`src/rtl/morra_pkg.sv`:
```
// Shared encodings for the morra cinese (rock-paper-scissors) game block:
// moves, per-manche / game results, FSM state codes and the repeat-move restriction.
package morra_pkg;

  localparam int unsigned MOSSA_W = 2;
  localparam int unsigned ESITO_W = 2;
  localparam int unsigned STATO_W = 3;

  typedef enum logic [MOSSA_W-1:0] {
    MOSSA_NULLA = 2'b00,
    SASSO       = 2'b01,
    CARTA       = 2'b10,
    FORBICE     = 2'b11
  } mossa_e;

  // Used both for the per-manche pulse and for the final game result.
  typedef enum logic [ESITO_W-1:0] {
    ESITO_NESSUNO = 2'b00,
    ESITO_P1      = 2'b01,
    ESITO_P2      = 2'b10,
    ESITO_PARI    = 2'b11
  } esito_e;

  typedef enum logic [STATO_W-1:0] {
    INIZIO = 3'b000,
    VANT1  = 3'b001,
    VANT2  = 3'b010,
    PARI   = 3'b011,
    FINE   = 3'b100
  } stato_e;

  // Last winner and the move they won with; they may not replay it next manche.
  typedef struct packed {
    logic   vld;
    logic   p2;
    mossa_e mossa;
  } vincolo_t;

  function automatic logic batte(input mossa_e a, input mossa_e b);
    return ((a == SASSO)   && (b == FORBICE)) ||
           ((a == CARTA)   && (b == SASSO))   ||
           ((a == FORBICE) && (b == CARTA));
  endfunction

endpackage

```
`src/rtl/morra_arbitro.sv`:
```
// Combinational manche referee: two moves in, winner / draw / invalid out.
module morra_arbitro
  import morra_pkg::*;
(
  input  mossa_e mossa1_i,
  input  mossa_e mossa2_i,
  output esito_e esito_c
);

  always_comb begin
    esito_c = ESITO_NESSUNO;
    if ((mossa1_i != MOSSA_NULLA) && (mossa2_i != MOSSA_NULLA)) begin
      if (mossa1_i == mossa2_i) begin
        esito_c = ESITO_PARI;
      end else if (batte(mossa1_i, mossa2_i)) begin
        esito_c = ESITO_P1;
      end else begin
        esito_c = ESITO_P2;
      end
    end
  end

endmodule

```
`src/rtl/morra_cinese_param.sv`:
```
// Two-player morra cinese game controller: scores manches, enforces the
// no-repeat-winning-move rule and ends the game on lead margin or manche limit.
module morra_cinese_param
  import morra_pkg::*;
#(
  parameter int unsigned MIN_MANCHE = 4,
  parameter int unsigned MARGINE    = 2,
  parameter int unsigned CFG_W      = 4,
  parameter int unsigned MANCHE_W   = 5
) (
  input  logic                clk,
  input  logic                inizia_n,
  input  logic [MOSSA_W-1:0]  primo,
  input  logic [MOSSA_W-1:0]  secondo,
  input  logic                valido,
  output logic [ESITO_W-1:0]  manche,
  output logic [ESITO_W-1:0]  partita,
  output logic [STATO_W-1:0]  stato,
  output logic [MANCHE_W-1:0] punti1,
  output logic [MANCHE_W-1:0] punti2,
  output logic [MANCHE_W-1:0] giocate
);

  // The largest configurable manche limit must fit the counters.
  if ((2 ** CFG_W) - 1 + MIN_MANCHE > (2 ** MANCHE_W) - 1) begin : g_cfg_troppo_largo
    $error("morra_cinese_param: 2^CFG_W-1+MIN_MANCHE exceeds 2^MANCHE_W-1");
  end

  stato_e                stato_q, stato_d;
  esito_e                manche_q, manche_d;
  esito_e                partita_q, partita_d;
  vincolo_t              vincolo_q, vincolo_d;
  logic [MANCHE_W-1:0]   punti1_q, punti1_d;
  logic [MANCHE_W-1:0]   punti2_q, punti2_d;
  logic [MANCHE_W-1:0]   giocate_q, giocate_d;
  logic [MANCHE_W-1:0]   n_max_q;

  mossa_e                mossa1_c, mossa2_c;
  esito_e                esito_c;
  esito_e                leader_c;
  logic                  in_gioco_c;
  logic                  ripetuta_c;
  logic                  conta_c;
  logic                  vince1_c, vince2_c;
  logic [CFG_W-1:0]      cfg_c;
  logic [MANCHE_W-1:0]   n_max_cfg_c;
  logic [MANCHE_W-1:0]   scarto_c;

  assign mossa1_c = mossa_e'(primo);
  assign mossa2_c = mossa_e'(secondo);

  morra_arbitro u_arbitro (
    .mossa1_i (mossa1_c),
    .mossa2_i (mossa2_c),
    .esito_c  (esito_c)
  );

  // Manche limit captured from the move inputs while reset is held.
  assign cfg_c       = CFG_W'({primo, secondo});
  assign n_max_cfg_c = MANCHE_W'(cfg_c) + MANCHE_W'(MIN_MANCHE);

  assign in_gioco_c = (stato_q == PARI) || (stato_q == VANT1) || (stato_q == VANT2);
  assign ripetuta_c = vincolo_q.vld &&
                      ((vincolo_q.p2 ? mossa2_c : mossa1_c) == vincolo_q.mossa);
  assign conta_c    = in_gioco_c && valido && (esito_c != ESITO_NESSUNO) && !ripetuta_c;
  assign vince1_c   = conta_c && (esito_c == ESITO_P1);
  assign vince2_c   = conta_c && (esito_c == ESITO_P2);

  // Counters only move on a counted manche, so they hold in INIZIO and FINE.
  assign punti1_d  = punti1_q  + MANCHE_W'(vince1_c);
  assign punti2_d  = punti2_q  + MANCHE_W'(vince2_c);
  assign giocate_d = giocate_q + MANCHE_W'(conta_c);

  assign scarto_c = (punti1_d >= punti2_d) ? (punti1_d - punti2_d) : (punti2_d - punti1_d);
  assign leader_c = (punti1_d > punti2_d) ? ESITO_P1 :
                    (punti2_d > punti1_d) ? ESITO_P2 : ESITO_PARI;

  always_comb begin
    stato_d   = stato_q;
    manche_d  = ESITO_NESSUNO;
    partita_d = partita_q;
    vincolo_d = vincolo_q;
    case (stato_q)
      INIZIO: stato_d = PARI;
      PARI, VANT1, VANT2: begin
        if (conta_c) begin
          manche_d = esito_c;
          if (esito_c == ESITO_PARI) begin
            vincolo_d = '0;
          end else begin
            vincolo_d.vld   = 1'b1;
            vincolo_d.p2    = (esito_c == ESITO_P2);
            vincolo_d.mossa = (esito_c == ESITO_P2) ? mossa2_c : mossa1_c;
          end
          // Early margin win is checked before the manche limit.
          if ((giocate_d >= MANCHE_W'(MIN_MANCHE)) && (scarto_c >= MANCHE_W'(MARGINE))) begin
            stato_d   = FINE;
            partita_d = leader_c;
          end else if (giocate_d == n_max_q) begin
            stato_d   = FINE;
            partita_d = leader_c;
          end else begin
            case (leader_c)
              ESITO_P1: stato_d = VANT1;
              ESITO_P2: stato_d = VANT2;
              default:  stato_d = PARI;
            endcase
          end
        end
      end
      FINE:    stato_d = FINE;
      default: stato_d = INIZIO;
    endcase
  end

  always_ff @(posedge clk) begin
    if (!inizia_n) begin
      stato_q   <= INIZIO;
      manche_q  <= ESITO_NESSUNO;
      partita_q <= ESITO_NESSUNO;
      vincolo_q <= '0;
      punti1_q  <= '0;
      punti2_q  <= '0;
      giocate_q <= '0;
      n_max_q   <= n_max_cfg_c;
    end else begin
      stato_q   <= stato_d;
      manche_q  <= manche_d;
      partita_q <= partita_d;
      vincolo_q <= vincolo_d;
      punti1_q  <= punti1_d;
      punti2_q  <= punti2_d;
      giocate_q <= giocate_d;
    end
  end

  assign manche  = manche_q;
  assign partita = partita_q;
  assign stato   = stato_q;
  assign punti1  = punti1_q;
  assign punti2  = punti2_q;
  assign giocate = giocate_q;

endmodule

```
`config.mk`:
```
export PLATFORM = sky130hd
export DESIGN_NAME = morra_cinese_param
export DESIGN_NICKNAME = d
export VERILOG_FILES = /design/src/rtl/morra_pkg.sv /design/src/rtl/morra_arbitro.sv /design/src/rtl/morra_cinese_param.sv
export SDC_FILE = /design/constraint.sdc
export NUM_CORES = 1
export LEC_CHECK = 0
export CORE_MARGIN = 5
export CORE_UTILIZATION = 58
export DETAILED_ROUTE_END_ITERATION = 10
export HOLD_SLACK_MARGIN = 0.1
export PLACE_DENSITY_LB_ADDON = 0.3
export REMOVE_ABC_BUFFERS = 1
export SYNTH_ARGS = -nofsm -noshare
export SYNTH_HDL_FRONTEND = slang
export SYNTH_SLANG_ARGS = --single-unit
```
`constraint.sdc`:
```
create_clock -name clk -period 10.9 [get_ports clk]
set_input_delay 2.18 -clock clk [delete_from_list [all_inputs] [get_ports clk]]
set_output_delay 2.18 -clock clk [all_outputs]
set_load 0.03 [all_outputs]
```
==> results.toml, run 1 <==
[floorplanning]
die_height_um = 67.7
fp.dieW_um = 67.7
die_area_um2 = 4580
ios = 29
rows = 21
initial_core_util_pct = 58.8
coreArea_um2 = 3280

[timing]
fmax_ghz = 0.149
slew_headroom_pct = 50.9
post-route-period-util_pct = 61.5
hold_viol_final = 0
grt_setup_unrepaired = "false"
slew_violations = 0
setup_viol = 0
setup_ws_ns = 4.20
clock_skew_ns = 0.0205
min_period_ns = 6.70
worstMarginPinSlew_ns = 0.732
fin_tns_setup_ns = 0

[place]
place.gp.congestion = 0.896
post-place-ws_ns = 3.84
dpl_cell_area_um2 = 2260
dp.final_hpwl_mm = 2.87
io_buffers = 28

[clock_tree]
cts_buffers = 5
cts_max_level = 2
clk_pin_slew_ns = 0.10
cts_tree = "built"
clockRootBuffer = "clkbuf_4"
postCtsSetupBuffers = 0
ctsResizeCount = 0
ctsLongestPathBuffers = 2
clock-sinks = 31
cts_hold_buf = 0
insertion_delay_ns = 0.34

[layout]
area_growth_pct = 20.7
drive_gt1_share_pct = 9.91
layout.cells.most_common_list = "clkdlybuf4s50_1 (28), dfxtp_1 (26), nor2_1 (24)"
fin_nets = 258
design_area_um2 = 2330
layout_commonest_cell = "clkdlybuf4s50_1"
n_antenna_cell = 0
utilization_pct = 71.0
nFillCells = 271

[critical_path]
cp_max_fo = 9
reg2reg_slack_ns = 6.56
cp-end-kind = "register"
cp.arrival_ns = 6.93
rr_worst_depth = 16
path_class = "in2reg"
critPathLaunchType = "input port"
rr_endpoint = "partita[1]"
crit_required_ns = 11.13
reg2reg_from = "vincolo_q[2]"

[synth]
synth-simple-area-share_pct = 18.3
async_reset_ff_share_pct = 0
synth_flop_cell = "dfxtp_1"
synth_seq_cells = 31
synthCells = 198
synth_fa_ha_area_share_pct = 13.7
syn_area_um2 = 1930
synth_warnings = 0
synth_top_area_cell = "dfxtp_1"
avgSynthCellArea_um2 = 9.76
synth-xor-area-share_pct = 15.1
synth_top_family_by_area = "simple AND/OR/NAND/NOR gates"
synth-edff-count = 5
synthMuxAreaShare_pct = 2.66
synth_compound_area_share_pct = 11.7
ys_seq_area_share_pct = 34.7
synth_top_area_share_pct = 26.9
synth_area_leaders = "dfxtp_1 (27%), ha_1 (12%), edfxtp_1 (7.8%)"
netlist-cell-type-count = 55

[grt]
grt-ovfl-total = 0
antenna_found_initial = 0
grt_pass1_vias = 1409
grt_max_degree = 24
grt_pass1_wl_mm = 6.56
grt.total_usage_pct = 19.2

[run_status]
outcome = "completed"

[hold_path]
min_to = "vincolo_q[3]"
holdPathStages = 2
worstHoldStart = "vincolo_q[3]"
hold_class = "reg2reg"

[detailed_routing]
dr.pass1.iters = 4
drt_iter0_markers = 63
drc = 0
route.met2.wl_mm = 1.69
highest_layer = "met4"
antenna_left = 0
dr_wl_met3_um = 183
drt-met1-wl_mm = 1.83
routed_wl_mm = 3.75
vias = 1452
viasPerCell = 5.22
avgRoutedWirePerCell_um = 13.5

[power_and_ir_drop]
p_leak_nw = 0.989
powerDensity_nw_per_um2 = 121
total_power_uw = 282
ir_worst_vdd_uv = 63.7

[run]
cap_viol_max_count = 0
## critical path: stages
cell and delay (ns):
clkdlybuf4s50_1 0.58, inv_1 0.11, ha_1 0.20, o21bai_1 0.16, nor4b_1 0.44, nand2_2 0.21, nor3_1 0.32, ha_1 0.29
ha_1 0.31, fa_1 0.47, xnor3_1 0.39, nand2_1 0.06, a2111oi_0 0.54, nand2_1 0.10, and4_1 0.23, o311a_1 0.33
## sequential cells by signal, indices dropped and copies added (netlist names)
register / count
giocate: 5
vincolo_q: 4
stato: 3
manche: 2
punti2: 5
n_max_q: 5
partita: 2
punti1: 5
## synth_stat cells (3+ instances only)
library cell,n
nand4_1,3
a21oi_1,9
nand3_1,7
inv_1,13
edfxtp_1,5
xnor2_2,3
xor2_1,12
nor2_1,24
ha_1,18
nor3_1,7
nor2b_1,3
nand2_1,8
xnor2_1,5
dfxtp_1,26
mux2i_1,4
and2_1,3
## cell families (layout without fill, tap and decap cells)
logic type | count (synthesis) | after routing
AO/OA/AOI/OAI | 32 | 32
AND/OR/NAND/NOR | 68 | 68
multiplexers | 5 | 5
flip-flops | 31 | 31
adder cells (fa/ha/maj) | 20 | 20
buffers and inverters | 18 | 52
XOR/XNOR | 24 | 24
## routing by layer
metal  vias to the layer above  global-route usage, %
li1                        765                      -
met1                       648                   27.1
met2                        35                   28.6
met3                         4                   4.16
met4                         0                   6.84
met5                         -                      0
## worst max-delay path by stage
stage,from,to,slack [ns],depth (start not counted)
2_1_floorplan,primo[0],partita[1],5.03,18
3_3_place_gp,primo[0],partita[1],3.99,16
3_5_place_dp,primo[0],partita[1],3.84,16
4_1_cts,primo[0],partita[1],4.16,16
5_1_grt,primo[0],stato[0],3.71,17
6_report,primo[0],partita[1],4.20,16
## cell type report
cell class	instances	area, µm²	share of cell area [%]
Clock inverter	1	30.0	1.29
Inverter	16	60.1	2.58
Clock buffer	7	45.0	1.93
Sequential cell	31	671	28.8
Tap cell	46	57.6	2.47
Timing Repair Buffer	28	280	12.0
Multi-Input combinational cell	149	1190	50.9
## per-stage QoR
step | hold slack, ns | std cells
2_1_floorplan | 0.478 | 196
3_3_place_gp | 0.500 | 270
3_5_place_dp | 0.502 | 270
4_1_cts | 0.522 | 278
5_1_grt | 0.561 | 278
6_report | 0.520 | 278
## power by group
group / internal (mW) / switching (mW)
Combinational: 0.0308 / 0.0366
Clock: 0.0487 / 0.0394
Sequential: 0.123 / 0.00405
Total: 0.202 / 0.0800
Power figures use the tool's default switching activity.
==> inputs of run 2 (changes only) <==
Settings changed: CORE_UTILIZATION 58 to 49.
Clock period 10.9 ns to 5.5 ns, I/O delays scaled along.
==> run 2 against run 1 <==
  * Combinational power rose by 110%
  * Highest routed layer unchanged
  * Sequential share of layout area is 1.2 points lower
  * Final cell count up 4.0%
  * Sequential power rose by 98%
==> results.toml, run 2 (synthesized netlist as in run 1, its figures left out) <==
[layout]
drive_gt1_share_pct = 14.5
area_growth_pct = 25.7
n_antenna_cell = 0
layout.cells.most_common_list = "clkdlybuf4s50_1 (28), dfxtp_1 (26), nor2_1 (24)"
final_cells = 289
utilization_pct = 64.9
fin_nets = 267
layout_commonest_cell = "clkdlybuf4s50_1"

[detailed_routing]
drc = 0
viasPerCell = 5.19
routed_wl_mm = 3.78
dr.pass1.iters = 4
avgRoutedWirePerCell_um = 13.1
vias = 1501
antenna_left = 0
drt_iter0_markers = 75

[floorplanning]
fp.dieW_um = 72.8
initial_core_util_pct = 51.6
die_height_um = 72.8
coreArea_um2 = 3740
rows = 22
ios = 29
die_area_um2 = 5300

[grt]
grt-ovfl-total = 0
grt_pass1_wl_mm = 6.52
antenna_found_initial = 0
grt_pass1_vias = 1381
grt.total_usage_pct = 16.1
grt_max_degree = 24

[timing]
grt_setup_unrepaired = "false"
min_period_ns = 5.11
setup_viol = 0
worstMarginPinSlew_ns = 0.684
clock_skew_ns = 0.00564
slew_headroom_pct = 54.1
fin_tns_setup_ns = 0
slew_violations = 0
post-route-period-util_pct = 93.0
whs_ns = 0.513
fmax_ghz = 0.196
hold_viol_final = 0

[critical_path]
path_class = "in2reg"
cp.arrival_ns = 5.29
cp_max_fo = 5
crit_required_ns = 5.68
cp-end-kind = "register"
critPathLaunchType = "input port"

[place]
place.gp.congestion = 0.888
dp.final_hpwl_mm = 2.96
io_buffers = 28
dp_cells = 281

[clock_tree]
cts_max_level = 2
clockRootBuffer = "clkbuf_8"
cts_hold_buf = 0
clock-sinks = 31
ctsLongestPathBuffers = 2
cts_tree = "built"
insertion_delay_ns = 0.29
cts_buffers = 5
clk_pin_slew_ns = 0.07

[power_and_ir_drop]
seqPwrFrac_pct = 43.2
powerDensity_nw_per_um2 = 240
power.internal_uw = 414
switchingPower_uw = 169
pwr-share-clk_pct = 32.1
total_power_uw = 583
ir_worst_vdd_uv = 113
combPwrFrac_pct = 24.7
p_leak_nw = 1.04
switching_share_pct = 28.9

[run_status]
outcome = "completed"

[run]
cap_viol_max_count = 0

[hold_path]
hold_class = "reg2reg"
==> run 2: path summary, 6_finish.rpt <==
check               startpoint      endpoint  slack, ns  cells after the start
setup / recovery      primo[0]    partita[1]       0.39                     19
hold / removal    vincolo_q[3]  vincolo_q[3]       0.51                      2
setup reg to reg  vincolo_q[2]    partita[1]       1.46                     17
hold reg to reg   vincolo_q[3]  vincolo_q[3]       0.51                      2
==> run 2: stage by stage <==
step	instance area, µm²	setup WS, ns
3_5_place_dp	2330	-0.141
3_3_place_gp	2330	-0.0469
4_1_cts	2420	0.190
5_1_grt	2430	0.0851
2_1_floorplan	1920	0.714
6_report	2430	0.386
==> run 2: area by class of cell <==
| class | instances | area [µm²] |
|---|---|---|
| fillers | 337 | 1320 |
| multi-input cells | 149 | 1200 |
| flip-flops and latches | 31 | 671 |
| repair buffers | 37 | 348 |
| clock buffers | 7 | 86.3 |
| inverters | 16 | 60.1 |
| well taps | 48 | 60.1 |
| clock inverters | 1 | 5.00 |
==> run 2: repair_timing <==
item | 4_1_cts | 5_1_grt
setup endpoints to repair | 0 | 5
setup buffers | 0 | 0
resized for setup | 0 | 2
==> run 2: critical path: stages <==
cell             delay (ns)
clkdlybuf4s50_1        0.41
buf_4                  0.16
ha_1                   0.20
mux2_2                 0.26
nand2_1                0.06
o21ai_1                0.11
nor2b_1                0.17
and2_1                 0.16
ha_1                   0.21
ha_1                   0.34
inv_1                  0.11
fa_1                   0.39
xnor3_1                0.39
nand2_1                0.05
a2111oi_0              0.40
buf_4                  0.19
nand2_1                0.04
and4_1                 0.21
o311a_1                0.32
==> run 2: metal layers <==
metal | up-vias | part of all wire, % | global-route usage, % | routed length, µm
met3 | 7 | 6.0 | 4.96 | 227
met5 | - | 0 | 0 | 0
met1 | 672 | 52 | 23.2 | 1970
li1 | 786 | - | - | -
met2 | 36 | 40 | 22.2 | 1520
met4 | 0 | 1.8 | 6.15 | 68
==> run 2: power by group through the flow <==
stage | Sequential (mW) | Combinational (mW) | Clock, mW
final | 0.252 | 0.144 | 0.187
after global routing | 0.253 | 0.158 | 0.202
after CTS | 0.251 | 0.143 | 0.192
after detailed placement | 0.256 | 0.142 | 0
after global placement | 0.256 | 0.141 | 0
after floorplan | 0.268 | 0.0817 | 0
